$ cat config.mk
export PLATFORM = sky130hd
export DESIGN_NAME = spi_slave_single_cs
export DESIGN_NICKNAME = d
export VERILOG_FILES = /design/src/rtl/spi_pkg.sv /design/src/rtl/spi_sync_edge.sv /design/src/rtl/spi_slave_single_cs.sv
export SDC_FILE = /design/constraint.sdc
export NUM_CORES = 1
export LEC_CHECK = 0
export BUFFER_PORTS_ARGS = -buffer_cell sky130_fd_sc_hd__buf_4
export CAP_MARGIN = 20
export CORE_MARGIN = 2
export CORE_UTILIZATION = 35
export DETAILED_ROUTE_END_ITERATION = 10
export PLACE_DENSITY = 0.51
export SKIP_LAST_GASP = 1
export SLEW_MARGIN = 20
export SYNTH_ARGS = -nofsm -noshare
export SYNTH_HDL_FRONTEND = slang
export SYNTH_SLANG_ARGS = --single-unit
$ cat constraint.sdc
create_clock -name i_Clk -period 1.98 [get_ports i_Clk]
set_input_delay 0.396 -clock i_Clk [delete_from_list [all_inputs] [get_ports i_Clk]]
set_output_delay 0.396 -clock i_Clk [all_outputs]
set_load 0.01 [all_outputs]
$ cat src/rtl/spi_pkg.sv
// Shared constants and types for the single-CS SPI responder.
package spi_pkg;

    localparam int unsigned BIT_CNT_W       = 3;
    localparam logic [7:0]  DEFAULT_TX_FILL = 8'hFF;

    typedef enum logic {
        StIdle,
        StActive
    } spi_state_e;

    function automatic logic spi_cpol(input int unsigned mode);
        return mode[1];
    endfunction

    function automatic logic spi_cpha(input int unsigned mode);
        return mode[0];
    endfunction

endpackage

$ cat src/rtl/spi_sync_edge.sv
// N-stage synchroniser; edges come from comparing the last two synchronised samples.
module spi_sync_edge #(
    parameter int unsigned STAGES      = 2,
    parameter logic        RESET_LEVEL = 1'b0
) (
    input  logic clk,
    input  logic rst,
    input  logic din,
    output logic level,
    output logic rise,
    output logic fall
);

    // One extra stage beyond the synchroniser holds the previous synchronised sample.
    logic [STAGES:0] sync_q;

    always_ff @(posedge clk) begin
        if (rst) begin
            sync_q <= {(STAGES + 1){RESET_LEVEL}};
        end else begin
            sync_q <= {sync_q[STAGES-1:0], din};
        end
    end

    assign level = sync_q[STAGES-1];
    assign rise  = sync_q[STAGES-1] & ~sync_q[STAGES];
    assign fall  = ~sync_q[STAGES-1] & sync_q[STAGES];

endmodule

$ cat src/rtl/spi_slave_single_cs.sv
// Single-CS SPI responder: oversampled bus, MSB-first byte RX/TX, one-byte TX holding
// register with default fill on underrun, and per-frame byte counting.
module spi_slave_single_cs
    import spi_pkg::*;
#(
    parameter int unsigned SPI_MODE         = 0,
    parameter int unsigned MAX_BYTES_PER_CS = 4,
    parameter logic [7:0]  DEFAULT_TX_BYTE  = DEFAULT_TX_FILL,
    parameter int unsigned SYNC_STAGES      = 2,
    localparam int unsigned CNT_W           = $clog2(MAX_BYTES_PER_CS + 1)
) (
    input  logic             i_Clk,
    input  logic             i_Rst,
    input  logic [7:0]       i_TX_Byte,
    input  logic             i_TX_DV,
    output logic             o_TX_Ready,
    output logic [7:0]       o_RX_Byte,
    output logic             o_RX_DV,
    output logic [CNT_W-1:0] o_RX_Count,
    output logic             o_Frame_Start,
    output logic             o_Frame_End,
    output logic             o_TX_Underrun,
    input  logic             i_SPI_Clk,
    input  logic             i_SPI_MOSI,
    output logic             o_SPI_MISO,
    output logic             o_SPI_MISO_En,
    input  logic             i_SPI_CS_n
);

    localparam logic CPOL = spi_cpol(SPI_MODE);
    localparam logic CPHA = spi_cpha(SPI_MODE);

    logic sclk_level, sclk_rise, sclk_fall;
    logic mosi_s, mosi_rise, mosi_fall;
    logic cs_level, cs_rise, cs_fall;
    logic unused_sync;

    spi_sync_edge #(.STAGES(SYNC_STAGES), .RESET_LEVEL(CPOL)) u_sync_sclk (
        .clk(i_Clk), .rst(i_Rst), .din(i_SPI_Clk),
        .level(sclk_level), .rise(sclk_rise), .fall(sclk_fall)
    );
    spi_sync_edge #(.STAGES(SYNC_STAGES), .RESET_LEVEL(1'b0)) u_sync_mosi (
        .clk(i_Clk), .rst(i_Rst), .din(i_SPI_MOSI),
        .level(mosi_s), .rise(mosi_rise), .fall(mosi_fall)
    );
    spi_sync_edge #(.STAGES(SYNC_STAGES), .RESET_LEVEL(1'b1)) u_sync_cs (
        .clk(i_Clk), .rst(i_Rst), .din(i_SPI_CS_n),
        .level(cs_level), .rise(cs_rise), .fall(cs_fall)
    );

    assign unused_sync = ^{mosi_rise, mosi_fall, cs_level};

    logic sclk_lead, sclk_trail, sample_edge, shift_edge;
    assign sclk_lead   = (sclk_rise | sclk_fall) & (sclk_level != CPOL);
    assign sclk_trail  = (sclk_rise | sclk_fall) & (sclk_level == CPOL);
    assign sample_edge = CPHA ? sclk_trail : sclk_lead;
    assign shift_edge  = CPHA ? sclk_lead : sclk_trail;

    spi_state_e           state_q, state_d;
    logic [7:0]           hold_q, hold_d;
    logic                 hold_full_q, hold_full_d;
    logic [7:0]           tx_shift_q, tx_shift_d;
    logic [BIT_CNT_W-1:0] bit_cnt_q, bit_cnt_d;
    logic [6:0]           rx_shift_q, rx_shift_d;
    logic [7:0]           rx_byte_q, rx_byte_d;
    logic [CNT_W-1:0]     rx_count_q, rx_count_d;
    logic                 rx_dv_q, rx_dv_d;
    logic                 fstart_q, fstart_d;
    logic                 fend_q, fend_d;
    logic                 underrun_q, underrun_d;
    logic                 miso_q, miso_d;
    logic                 miso_en_q, miso_en_d;
    logic                 load_byte, load_first;
    logic [7:0]           next_byte;

    always_comb begin
        state_d     = state_q;
        hold_d      = hold_q;
        hold_full_d = hold_full_q;
        tx_shift_d  = tx_shift_q;
        bit_cnt_d   = bit_cnt_q;
        rx_shift_d  = rx_shift_q;
        rx_byte_d   = rx_byte_q;
        rx_count_d  = rx_count_q;
        rx_dv_d     = 1'b0;
        fstart_d    = 1'b0;
        fend_d      = 1'b0;
        underrun_d  = 1'b0;
        miso_d      = miso_q;
        miso_en_d   = miso_en_q;
        load_byte   = 1'b0;
        load_first  = 1'b0;
        next_byte   = hold_full_q ? hold_q : DEFAULT_TX_BYTE;

        case (state_q)
            StIdle: begin
                if (cs_fall) begin
                    state_d    = StActive;
                    fstart_d   = 1'b1;
                    rx_count_d = '0;
                    bit_cnt_d  = '0;
                    miso_en_d  = 1'b1;
                    load_byte  = 1'b1;
                    load_first = 1'b1;
                end
            end
            StActive: begin
                // CS release takes priority over a coincident 8th sample edge.
                if (cs_rise) begin
                    state_d   = StIdle;
                    fend_d    = 1'b1;
                    bit_cnt_d = '0;
                    miso_en_d = 1'b0;
                    miso_d    = 1'b0;
                end else begin
                    if (sample_edge) begin
                        rx_shift_d = {rx_shift_q[5:0], mosi_s};
                        bit_cnt_d  = bit_cnt_q + 1'b1;
                        if (bit_cnt_q == '1) begin
                            rx_byte_d = {rx_shift_q, mosi_s};
                            rx_dv_d   = 1'b1;
                            load_byte = 1'b1;
                            if (rx_count_q < CNT_W'(MAX_BYTES_PER_CS)) begin
                                rx_count_d = rx_count_q + 1'b1;
                            end
                        end
                    end
                    if (shift_edge) begin
                        miso_d     = tx_shift_q[7];
                        tx_shift_d = {tx_shift_q[6:0], 1'b0};
                    end
                end
            end
            default: state_d = StIdle;
        endcase

        if (load_byte) begin
            if (hold_full_q) begin
                hold_full_d = 1'b0;
            end else begin
                underrun_d = 1'b1;
            end
            // CPHA=0 has no leading shift edge before the first sample, so bit 7 goes out now.
            if (load_first && !CPHA) begin
                miso_d     = next_byte[7];
                tx_shift_d = {next_byte[6:0], 1'b0};
            end else begin
                tx_shift_d = next_byte;
            end
        end

        if (i_TX_DV && !hold_full_q) begin
            hold_d      = i_TX_Byte;
            hold_full_d = 1'b1;
        end
    end

    always_ff @(posedge i_Clk) begin
        if (i_Rst) begin
            state_q     <= StIdle;
            hold_q      <= '0;
            hold_full_q <= 1'b0;
            tx_shift_q  <= '0;
            bit_cnt_q   <= '0;
            rx_shift_q  <= '0;
            rx_byte_q   <= '0;
            rx_count_q  <= '0;
            rx_dv_q     <= 1'b0;
            fstart_q    <= 1'b0;
            fend_q      <= 1'b0;
            underrun_q  <= 1'b0;
            miso_q      <= 1'b0;
            miso_en_q   <= 1'b0;
        end else begin
            state_q     <= state_d;
            hold_q      <= hold_d;
            hold_full_q <= hold_full_d;
            tx_shift_q  <= tx_shift_d;
            bit_cnt_q   <= bit_cnt_d;
            rx_shift_q  <= rx_shift_d;
            rx_byte_q   <= rx_byte_d;
            rx_count_q  <= rx_count_d;
            rx_dv_q     <= rx_dv_d;
            fstart_q    <= fstart_d;
            fend_q      <= fend_d;
            underrun_q  <= underrun_d;
            miso_q      <= miso_d;
            miso_en_q   <= miso_en_d;
        end
    end

    assign o_TX_Ready    = ~hold_full_q;
    assign o_RX_Byte     = rx_byte_q;
    assign o_RX_DV       = rx_dv_q;
    assign o_RX_Count    = rx_count_q;
    assign o_Frame_Start = fstart_q;
    assign o_Frame_End   = fend_q;
    assign o_TX_Underrun = underrun_q;
    assign o_SPI_MISO    = miso_q;
    assign o_SPI_MISO_En = miso_en_q;

endmodule

* Yosys cells after proc, flatten, opt, wreduce, memory -nomap -nowiden *
Index checks and enable logic that the tools add are counted.

word-level totals
  logic and storage cells = 92
  memory bits (read-only) = 0
  output and inout bits = 18
  memories = 0
  bits in latches = 0
  memory bits (writable) = 0
  input bits = 14
  register bits = 53

cells by class
  equality and inequality tests = 9
  order comparisons = 1
  bitwise gates (word level) = 15
  div/mod/pow operators = 0
  multiplexer cells = 35
  reduce and logical (&&, ||, !) cells = 13
  add/sub/neg operators = 2
  multiply operators = 0
  shifts and indexed selects = 0

operator list
  kind                 count
  $mux 8               6
  $mux 3               7
  $mux 1               17
  $pmux 3 s2           2
  $ne 2x2->1 const B   4
  $not 1->1            8
  $add 3x1->3 const B  2
  $and 1x1->1          6
  $ne 2x1->1 const B   3
  $pmux 1 s2           3
  $reduce_and 3->1     2
  $reduce_bool 2->1    3
  $reduce_and 5->1     1
  $reduce_and 2->1     2
  $reduce_and 4->1     1
  $reduce_or 2->1      2
  $eq 3x3->1 const B   1
  $lt 3x3->1 const B   1
  $ne 3x3->1 const B   1
  $logic_and 1x1->1    1
  $logic_not 1->1      1
  $or 1x1->1           1

* Longest topological paths before layout *
Gate-level depths: netlist (run 1).

  word-level depth = 9
  depth in mapped cells = 7

* Cells and area by module *
A second synthesis (run 1) with hierarchy kept.

second synthesis, totals
  cells, all modules = 265
  area total of the unflattened synthesis = 2,432.3 um^2

by module, submodules not included
  module                            times used  area an instance (um^2)  cells an instance  sequential area each (um^2)
  spi_slave_single_cs               1           2,157.1                  241                900.9
  spi_sync_edge at u_sync_mosi ...  2           91.3                     8                  60.1
  spi_sync_edge at u_sync_cs        1           92.6                     8                  60.1

* Worst setup path before layout (run 1) *
OpenSTA, ideal clock, no wires.

  path type = reg2reg
  from = register bit_cnt_q[0]
  to = register tx_shift_q[2]
  arrival time = 1.604 ns
  path buffers = 1
  library setup time = 0.134 ns
  cell stages (with the launch flop) = 8
  data required time = 1.846 ns
  setup slack = 0.242 ns
  period minus slack after synthesis = 1.738 ns
  cell sequence = dfxtp_1 -> ha_1 -> ha_1 -> and3b_2 -> o211a_1 -> buf_2 -> o2111ai_1 -> o211ai_1

between the ends
  longest elaborated chain between the ends = 7

ends and longest elaborated chain
  element                                                           RTL line                    source
  from (decl)                                                       spi_slave_single_cs.sv:63   logic [BIT_CNT_W-1:0] bit_cnt_q, bit_cnt_d;
  from (signal assigned)                                            spi_slave_single_cs.sv:179  bit_cnt_q <= bit_cnt_d;
  $eq 3x3->1 *                                                      spi_slave_single_cs.sv:119  if (bit_cnt_q == '1) begin
  $mux 1 *                                                          spi_slave_single_cs.sv:119
  $mux 1 *                                                          n/a
  $mux 1 *                                                          spi_slave_single_cs.sv:109  if (cs_rise) begin
  $pmux 1 s2 *                                                      spi_slave_single_cs.sv:95   case (state_q)
  $ne 2x1->1 (no line) / $reduce_bool 2->1 (equally long branches)  n/a
  $reduce_and 3->1 (no line)                                        n/a
  to (signal assigned)                                              spi_slave_single_cs.sv:178  tx_shift_q <= tx_shift_d;
  to (decl)                                                         spi_slave_single_cs.sv:62   logic [7:0] tx_shift_q, tx_shift_d;

Every way passes the cells marked *; elsewhere a longest branch is shown, timed or not.
A chain may end at the register's enable or synchronous reset.

* Worst setup path in the final report (run 1) *
  from = register bit_cnt_q[0]
  to = register tx_shift_q[6]

Same word-level chain as after synthesis.

==> impl_metrics.py, run 1 <==
metrics = {
    "sta": {
        "finClkSkew_ns": 0.0105,
        "final_min_period_over_clock_period_pct": 88.7,
        "maxClockFrequency_mhz": 569,
        "rsz0062_at_grt": "no",
        "timing_hold_violations_final": 0,
        "worstMarginPinSlew_ns": 0.625,
        "finalCriticalPeriod_ns": 1.76,
        "finalSetupViolCount": 0,
        "slew_violations": 0,
        "setup_tns_ns": 0,
        "timing.slew.headroom_pct": 58.4,
    },
    "floorplan": {
        "num_io_pins": 32,
        "die_w_um": 86.2,
        "floorplan.die_area_um2": 7420,
        "die_height_um": 86.2,
        "initial_core_util_pct": 36.8,
        "rows": 29,
        "total_core_area_um2": 6420,
    },
    "logic_synthesis": {
        "synth_cell_types": 44,
        "synth.ff_latch_count": 53,
        "ys_dominant_reg_cell": "sky130_fd_sc_hd__dfxtp_1",
        "yosys_warnings": 0,
        "syn-instance-count": 249,
        "netlist_area_um2": 2360,
        "asyncSetResetFlopFracSynth_pct": 0,
        "synth_edf_count": 0,
        "synth.net_count": 266,
        "synth.yosys.seq_area_share_pct": 44.9,
        "postSynthAreaPerCell_um2": 9.49,
    },
    "placement": {
        "place.port_buffers": 31,
        "place_congestion": 0.744,
        "dp_hpwl_um": 3090,
        "placed_area_um2": 2660,
        "placed_cells_incl_taps": 347,
    },
    "hold_path": {
        "timing.hold.worst.class": "input port to flop",
    },
    "global_route": {
        "grt_start_max_net_pins": 64,
        "first_global_vias": 1675,
        "grt_overall_usage_pct": 13.4,
        "globalRouteOverflowTotal": 0,
        "antenna_violations_before_repair": 0,
        "grt_pass1_wl_um": 8000,
    },
    "pwr": {
        "vdd.ir_drop.worst_uv": 306,
        "p_leak_nw": 1.12,
        "power_density_nw_per_um2": 698,
    },
    "job": {
        "maxCapViolations": 0,
    },
    "drt": {
        "drt_pass1_iterations": 4,
        "remaining_drc_errors": 0,
        "drtIter0Drc": 124,
        "drtAntennaViolNets": 0,
        "drt_wl_total_um": 4630,
        "average_wire_per_standard_cell_um": 13.0,
        "vias_per_cell": 5.11,
        "num_vias": 1815,
    },
    "setup_path": {
        "type_of_the_worst_setup_path": "flop to flop",
        "crit_path_start_kind": "flop",
        "timing.critical_path.to_type": "flop",
        "worst-path-max-fanout": 14,
        "critical_path_required_ns": 2.16,
        "timing.critical_path.arrival_ns": 1.94,
    },
    "cts": {
        "cts.repair_timing.setup_buffer_count": 0,
        "cts.path.max_buffers": 2,
        "holdBufCountCts": 0,
        "cts_tree": "built",
        "cts_made_buffers": 5,
        "clock_tree.htree_level_count": 2,
        "clock-sinks": 53,
        "clock_latency_ns": 0.32,
        "clock_pin_transition_on_the_worst_setup_and_hold_timing_paths_ns": 0.10,
        "clk_root_buffer_cell": "sky130_fd_sc_hd__clkbuf_8",
    },
    "layout": {
        "antenna_cells": 0,
        "post_route_cells_drive_above_1_share_pct": 23.0,
        "final_cell_area_um2": 2760,
        "final.fill_count": 638,
        "synthToLayoutAreaGrowth_pct": 16.8,
        "finish.utilization_pct": 43.0,
        "post_layout_nonfiller_instances": 355,
        "fin_nets": 294,
    },
    "run_status": {
        "status": "finished, final reports clean",
    },
}
-- final cells by class --
type	count	area, µm²	area share (%)
clock buffers	5	68.8	2.49
clock inverters	3	25.0	0.907
inverters	2	7.51	0.272
multi-input cells	176	1210	43.8
flip-flops and latches	53	1060	38.5
well taps	77	96.3	3.49
repair buffers	39	293	10.6
-- placed cells by master (no fill, tap or decap), types with 2 or more instances in the layout --
cell and n:
sky130_fd_sc_hd__a211oi_1 2, sky130_fd_sc_hd__or2_2 3, sky130_fd_sc_hd__ha_1 3, sky130_fd_sc_hd__o2111ai_1 9, sky130_fd_sc_hd__clkbuf_8 5, sky130_fd_sc_hd__nor2_1 19
sky130_fd_sc_hd__nand2b_1 2, sky130_fd_sc_hd__a21oi_1 16, sky130_fd_sc_hd__buf_4 39, sky130_fd_sc_hd__nand3_1 10, sky130_fd_sc_hd__dfxtp_1 53, sky130_fd_sc_hd__mux2i_1 25
sky130_fd_sc_hd__o211ai_1 8, sky130_fd_sc_hd__nand2_1 23, sky130_fd_sc_hd__o221ai_1 7, sky130_fd_sc_hd__nor2b_1 23, sky130_fd_sc_hd__inv_1 2, sky130_fd_sc_hd__o21ai_0 3
-- flip-flops by register name, summed over array words and instances (netlist names) --
name,cells
bit_cnt_q,3
hold_full_q,1
hold_q,8
o_Frame_End,1
o_Frame_Start,1
o_RX_Byte,8
o_RX_Count,3
o_RX_DV,1
o_SPI_MISO,1
o_SPI_MISO_En,1
o_TX_Underrun,1
rx_shift_q,7
state_q,1
tx_shift_q,8
u_sync_cs.sync_q,3
u_sync_mosi.sync_q,2
u_sync_sclk.sync_q,3
-- metal layers --
| layer | share of wire (%) | track usage, % | wire [µm] | vias to the layer above |
|---|---|---|---|---|
| met5 | 0 | 0 | 0 | - |
| met4 | 2.0 | 5.05 | 93 | 0 |
| met3 | 5.3 | 3.66 | 245 | 8 |
| met2 | 40 | 18.2 | 1830 | 49 |
| met1 | 53 | 19.8 | 2450 | 808 |
| li1 | - | - | - | 950 |
-- final timing paths --
check / startpoint / end / slack, ns / cells past startpoint
min reg2reg: u_sync_cs.sync_q[0] / u_sync_cs.sync_q[1] / 0.42 / 1
min: i_SPI_CS_n / u_sync_cs.sync_q[0] / 0.26 / 2
max reg2reg: bit_cnt_q[0] / tx_shift_q[6] / 0.22 / 6
max: bit_cnt_q[0] / tx_shift_q[6] / 0.22 / 6
-- through the flow --
step / total power, mW / hold slack [ns] / setup WS [ns]
2_1_floorplan: 1.25 / 0.389 / 0.242
3_3_place_gp: 1.31 / 0.392 / 0.159
3_5_place_dp: 1.31 / 0.397 / 0.131
4_1_cts: 1.95 / 0.253 / 0.107
5_1_grt: 2.02 / 0.258 / 0.0695
6_report: 1.93 / 0.259 / 0.223
-- power breakdown --
part / total [mW] / leakage, nW / internal, mW / switching (mW)
sequential: 1.11 / 0.431 / 1.09 / 0.0197
combinational: 0.173 / 0.646 / 0.0769 / 0.0957
clock: 0.641 / 0.0447 / 0.256 / 0.385
total: 1.93 / 1.12 / 1.43 / 0.500
-- worst max-delay path, cell delays in order (launching register included) --
cell                        delay (ns)
sky130_fd_sc_hd__dfxtp_1          0.34
sky130_fd_sc_hd__ha_1             0.20
sky130_fd_sc_hd__ha_1             0.23
sky130_fd_sc_hd__and3b_2          0.25
sky130_fd_sc_hd__o211a_4          0.30
sky130_fd_sc_hd__o2111ai_1        0.20
sky130_fd_sc_hd__o211ai_1         0.12
-- cell usage after synthesis, types with 2 or more instances --
cell | n | area [µm²]
sky130_fd_sc_hd__nor2b_1 | 23 | 144
sky130_fd_sc_hd__buf_2 | 6 | 30.0
sky130_fd_sc_hd__a21oi_1 | 16 | 80.1
sky130_fd_sc_hd__o221ai_1 | 7 | 61.3
sky130_fd_sc_hd__o2111ai_1 | 9 | 78.8
sky130_fd_sc_hd__nand2_1 | 23 | 86.3
sky130_fd_sc_hd__a211oi_1 | 2 | 15.0
sky130_fd_sc_hd__dfxtp_1 | 53 | 1060
sky130_fd_sc_hd__or2_2 | 3 | 18.8
sky130_fd_sc_hd__buf_4 | 3 | 22.5
sky130_fd_sc_hd__o21ai_0 | 3 | 15.0
sky130_fd_sc_hd__ha_1 | 3 | 37.5
sky130_fd_sc_hd__nor2_1 | 19 | 71.3
sky130_fd_sc_hd__nand2b_1 | 2 | 12.5
sky130_fd_sc_hd__clkbuf_1 | 7 | 26.3
sky130_fd_sc_hd__nand3_1 | 10 | 50.1
sky130_fd_sc_hd__mux2i_1 | 25 | 250
sky130_fd_sc_hd__inv_1 | 2 | 7.51
sky130_fd_sc_hd__o211ai_1 | 8 | 60.1
-- cells by family after synthesis --
kind of cell | after synthesis | synth area share [%]
fa+ha+maj | 3 | 1.59
simple gates | 97 | 23.1
flops | 53 | 44.9
mux | 25 | 10.6
buf+inv | 20 | 4.29
compound gates | 51 | 15.5
-- repair_timing --
item | 4_1_cts | 5_1_grt
hold endpoints to repair | 0 | 0
gates resized for setup | 0 | 2
endpoints found under the setup margin | 0 | 7
Power figures use the tool's default switching activity.
==> run 2: changes to the inputs <==
--- a/config.mk
+++ b/config.mk
@@ -8,9 +8,10 @@
 export BUFFER_PORTS_ARGS = -buffer_cell sky130_fd_sc_hd__buf_4
 export CAP_MARGIN = 20
 export CORE_MARGIN = 2
-export CORE_UTILIZATION = 35
+export CORE_UTILIZATION = 52
 export DETAILED_ROUTE_END_ITERATION = 10
-export PLACE_DENSITY = 0.51
+export PLACE_DENSITY = 0.71
+export REMOVE_ABC_BUFFERS = 1
 export SKIP_LAST_GASP = 1
 export SLEW_MARGIN = 20
 export SYNTH_ARGS = -nofsm -noshare
==> run 2 against run 1 <==
- die area is 31% lower
- power is 1.6% lower
- design area is 1.5% lower
- via count is 2.7% higher
- sequential share of layout area is 0.60 points higher
==> impl_metrics.py, run 2 (synthesis results as in run 1) <==
metrics = {
    "run_status": {
        "status": "finished, final reports clean",
    },
    "global_route": {
        "grt_pass1_wl_um": 7880,
        "antenna_violations_before_repair": 0,
        "globalRouteOverflowTotal": 0,
        "grt_start_max_net_pins": 64,
        "grt_overall_usage_pct": 19.4,
        "first_global_vias": 1685,
    },
    "cts": {
        "clock_latency_ns": 0.31,
        "clock_pin_transition_on_the_worst_setup_and_hold_timing_paths_ns": 0.10,
        "cts_made_buffers": 5,
        "cts.path.max_buffers": 2,
        "clock_tree.htree_level_count": 2,
        "clk_root_buffer_cell": "sky130_fd_sc_hd__clkbuf_8",
        "cts_tree": "built",
        "clock-sinks": 53,
        "cts.repair_timing.setup_buffer_count": 0,
        "holdBufCountCts": 0,
    },
    "drt": {
        "remaining_drc_errors": 0,
        "average_wire_per_standard_cell_um": 14.1,
        "drtIter0Drc": 143,
        "vias_per_cell": 5.65,
        "num_vias": 1864,
        "drt_wl_total_um": 4650,
        "drtAntennaViolNets": 0,
        "drt_pass1_iterations": 4,
    },
    "layout": {
        "finish.utilization_pct": 62.4,
        "synthToLayoutAreaGrowth_pct": 15.0,
        "antenna_cells": 0,
        "layout_commonest_cell": "sky130_fd_sc_hd__dfxtp_1",
        "layout_common_cells": "sky130_fd_sc_hd__dfxtp_1, sky130_fd_sc_hd__buf_4, sky130_fd_sc_hd__mux2i_1",
        "fin_nets": 294,
        "final.fill_count": 383,
        "area.sequential_um2": 1060,
        "post_route_cells_drive_above_1_share_pct": 23.0,
        "multi_input_gate_area_um2": 1200,
    },
    "pwr": {
        "p_sw_share_pct": 25.0,
        "relative_contribution_of_the_clock_network_to_total_power_pct": 32.2,
        "comb_power_share_pct": 9.0,
        "power_density_nw_per_um2": 698,
        "vdd.ir_drop.worst_uv": 519,
        "p_leak_nw": 1.12,
        "pwr-share-seq_pct": 58.8,
        "intPower_mw": 1.42,
        "switching_power_summed_over_all_nets_mw": 0.474,
    },
    "sta": {
        "finalSetupViolCount": 0,
        "finClkSkew_ns": 0.00869,
        "finalCriticalPeriod_ns": 1.88,
        "slew_violations": 0,
        "setup_slack_ns": 0.102,
        "setup_tns_ns": 0,
        "worstMarginPinSlew_ns": 0.595,
        "final_min_period_over_clock_period_pct": 94.9,
        "rsz0062_at_grt": "no",
        "timing.slew.headroom_pct": 60.3,
        "timing_hold_violations_final": 0,
        "maxClockFrequency_mhz": 532,
    },
    "floorplan": {
        "die_height_um": 71.4,
        "initial_core_util_pct": 54.3,
        "die_w_um": 71.4,
        "floorplan.die_area_um2": 5100,
        "rows": 24,
        "num_io_pins": 32,
        "total_core_area_um2": 4350,
    },
    "placement": {
        "dp_hpwl_um": 3130,
        "post-place-ws_ns": 0.140,
        "place.port_buffers": 31,
        "place_congestion": 0.823,
    },
    "setup_path": {
        "critPathSlowestCell": "sky130_fd_sc_hd__dfxtp_1",
        "cpPeakStageDelay_ns": 0.34,
        "crit_path_start_kind": "flop",
        "crit_path_start": "bit_cnt_q[0]",
        "type_of_the_worst_setup_path": "flop to flop",
        "regToRegSetupSlack_ns": 0.10,
        "critical_path_required_ns": 2.15,
        "timing.critical_path.arrival_ns": 2.05,
        "worst-path-max-fanout": 14,
        "worstReg2RegStart": "bit_cnt_q[0]",
        "crit_path_frequent_cell": "sky130_fd_sc_hd__ha_1",
        "timing.critical_path.to_type": "flop",
        "ff2ff_path_depth": 6,
        "crit_path_cell_trace": "ha_1, ha_1, and3b_2, o211a_2, o2111ai_1, o211ai_1",
    },
    "hold_path": {
        "hold_path_depth": 2,
        "timing.hold.worst.class": "input port to flop",
        "min_from": "i_SPI_CS_n",
    },
    "job": {
        "maxCapViolations": 0,
    },
}
-- run 2: cell counts in the layout (fill, tap and decap cells not counted) --
Identical to the previous run, type by type.
-- run 2: area by class of cell --
| type | count | share of cell area [%] |
|---|---|---|
| flip-flops and latches | 53 | 39.1 |
| repair buffers | 39 | 10.8 |
| multi-input cells | 176 | 44.2 |
| well taps | 52 | 2.40 |
| clock inverters | 3 | 0.783 |
| clock buffers | 5 | 2.53 |
| inverters | 2 | 0.276 |
-- run 2: critical path: cells and delay by family (launching register included) --
family / cells / cell delay [ns]
AOI/OAI and AO/OA: 3 / 0.74
adders and majority gates: 2 / 0.43
and+or+nand+nor: 1 / 0.23
DFF: 1 / 0.34
-- run 2: final timing paths --
path                               to
setup / recovery        tx_shift_q[2]
hold reg to reg   u_sync_cs.sync_q[1]
hold / removal    u_sync_cs.sync_q[0]
setup reg to reg        tx_shift_q[2]
-- run 2: what timing repair did --
item,in CTS,in global routing
endpoints found under the setup margin,0,3
hold endpoints to repair,0,0
resized for setup,0,1
-- run 2: power groups by stage --
stage / Sequential, mW / Combinational, mW / Clock, mW
after global placement: 1.14 / 0.169 / 0
after floorplan: 1.14 / 0.0891 / 0
final: 1.11 / 0.170 / 0.611
after CTS: 1.11 / 0.172 / 0.631
after detailed placement: 1.14 / 0.171 / 0
after global routing: 1.12 / 0.189 / 0.678
-- run 2: layer usage --
metal	up-vias	part of all wire [%]	global-route usage [%]
met5	-	0	0
met4	0	1.5	6.29
met3	9	4.1	4.22
met2	36	47	29.9
met1	881	47	27.1
li1	938	-	-
-- run 2: per-stage QoR --
step	power (mW)	cells	cell area, µm²	hold slack (ns)
6_report	1.90	330	2720	0.275
5_1_grt	1.99	330	2720	0.271
4_1_cts	1.92	330	2720	0.268
3_5_place_dp	1.31	322	2630	0.407
3_3_place_gp	1.31	322	2630	0.395
2_1_floorplan	1.23	231	2270	0.389
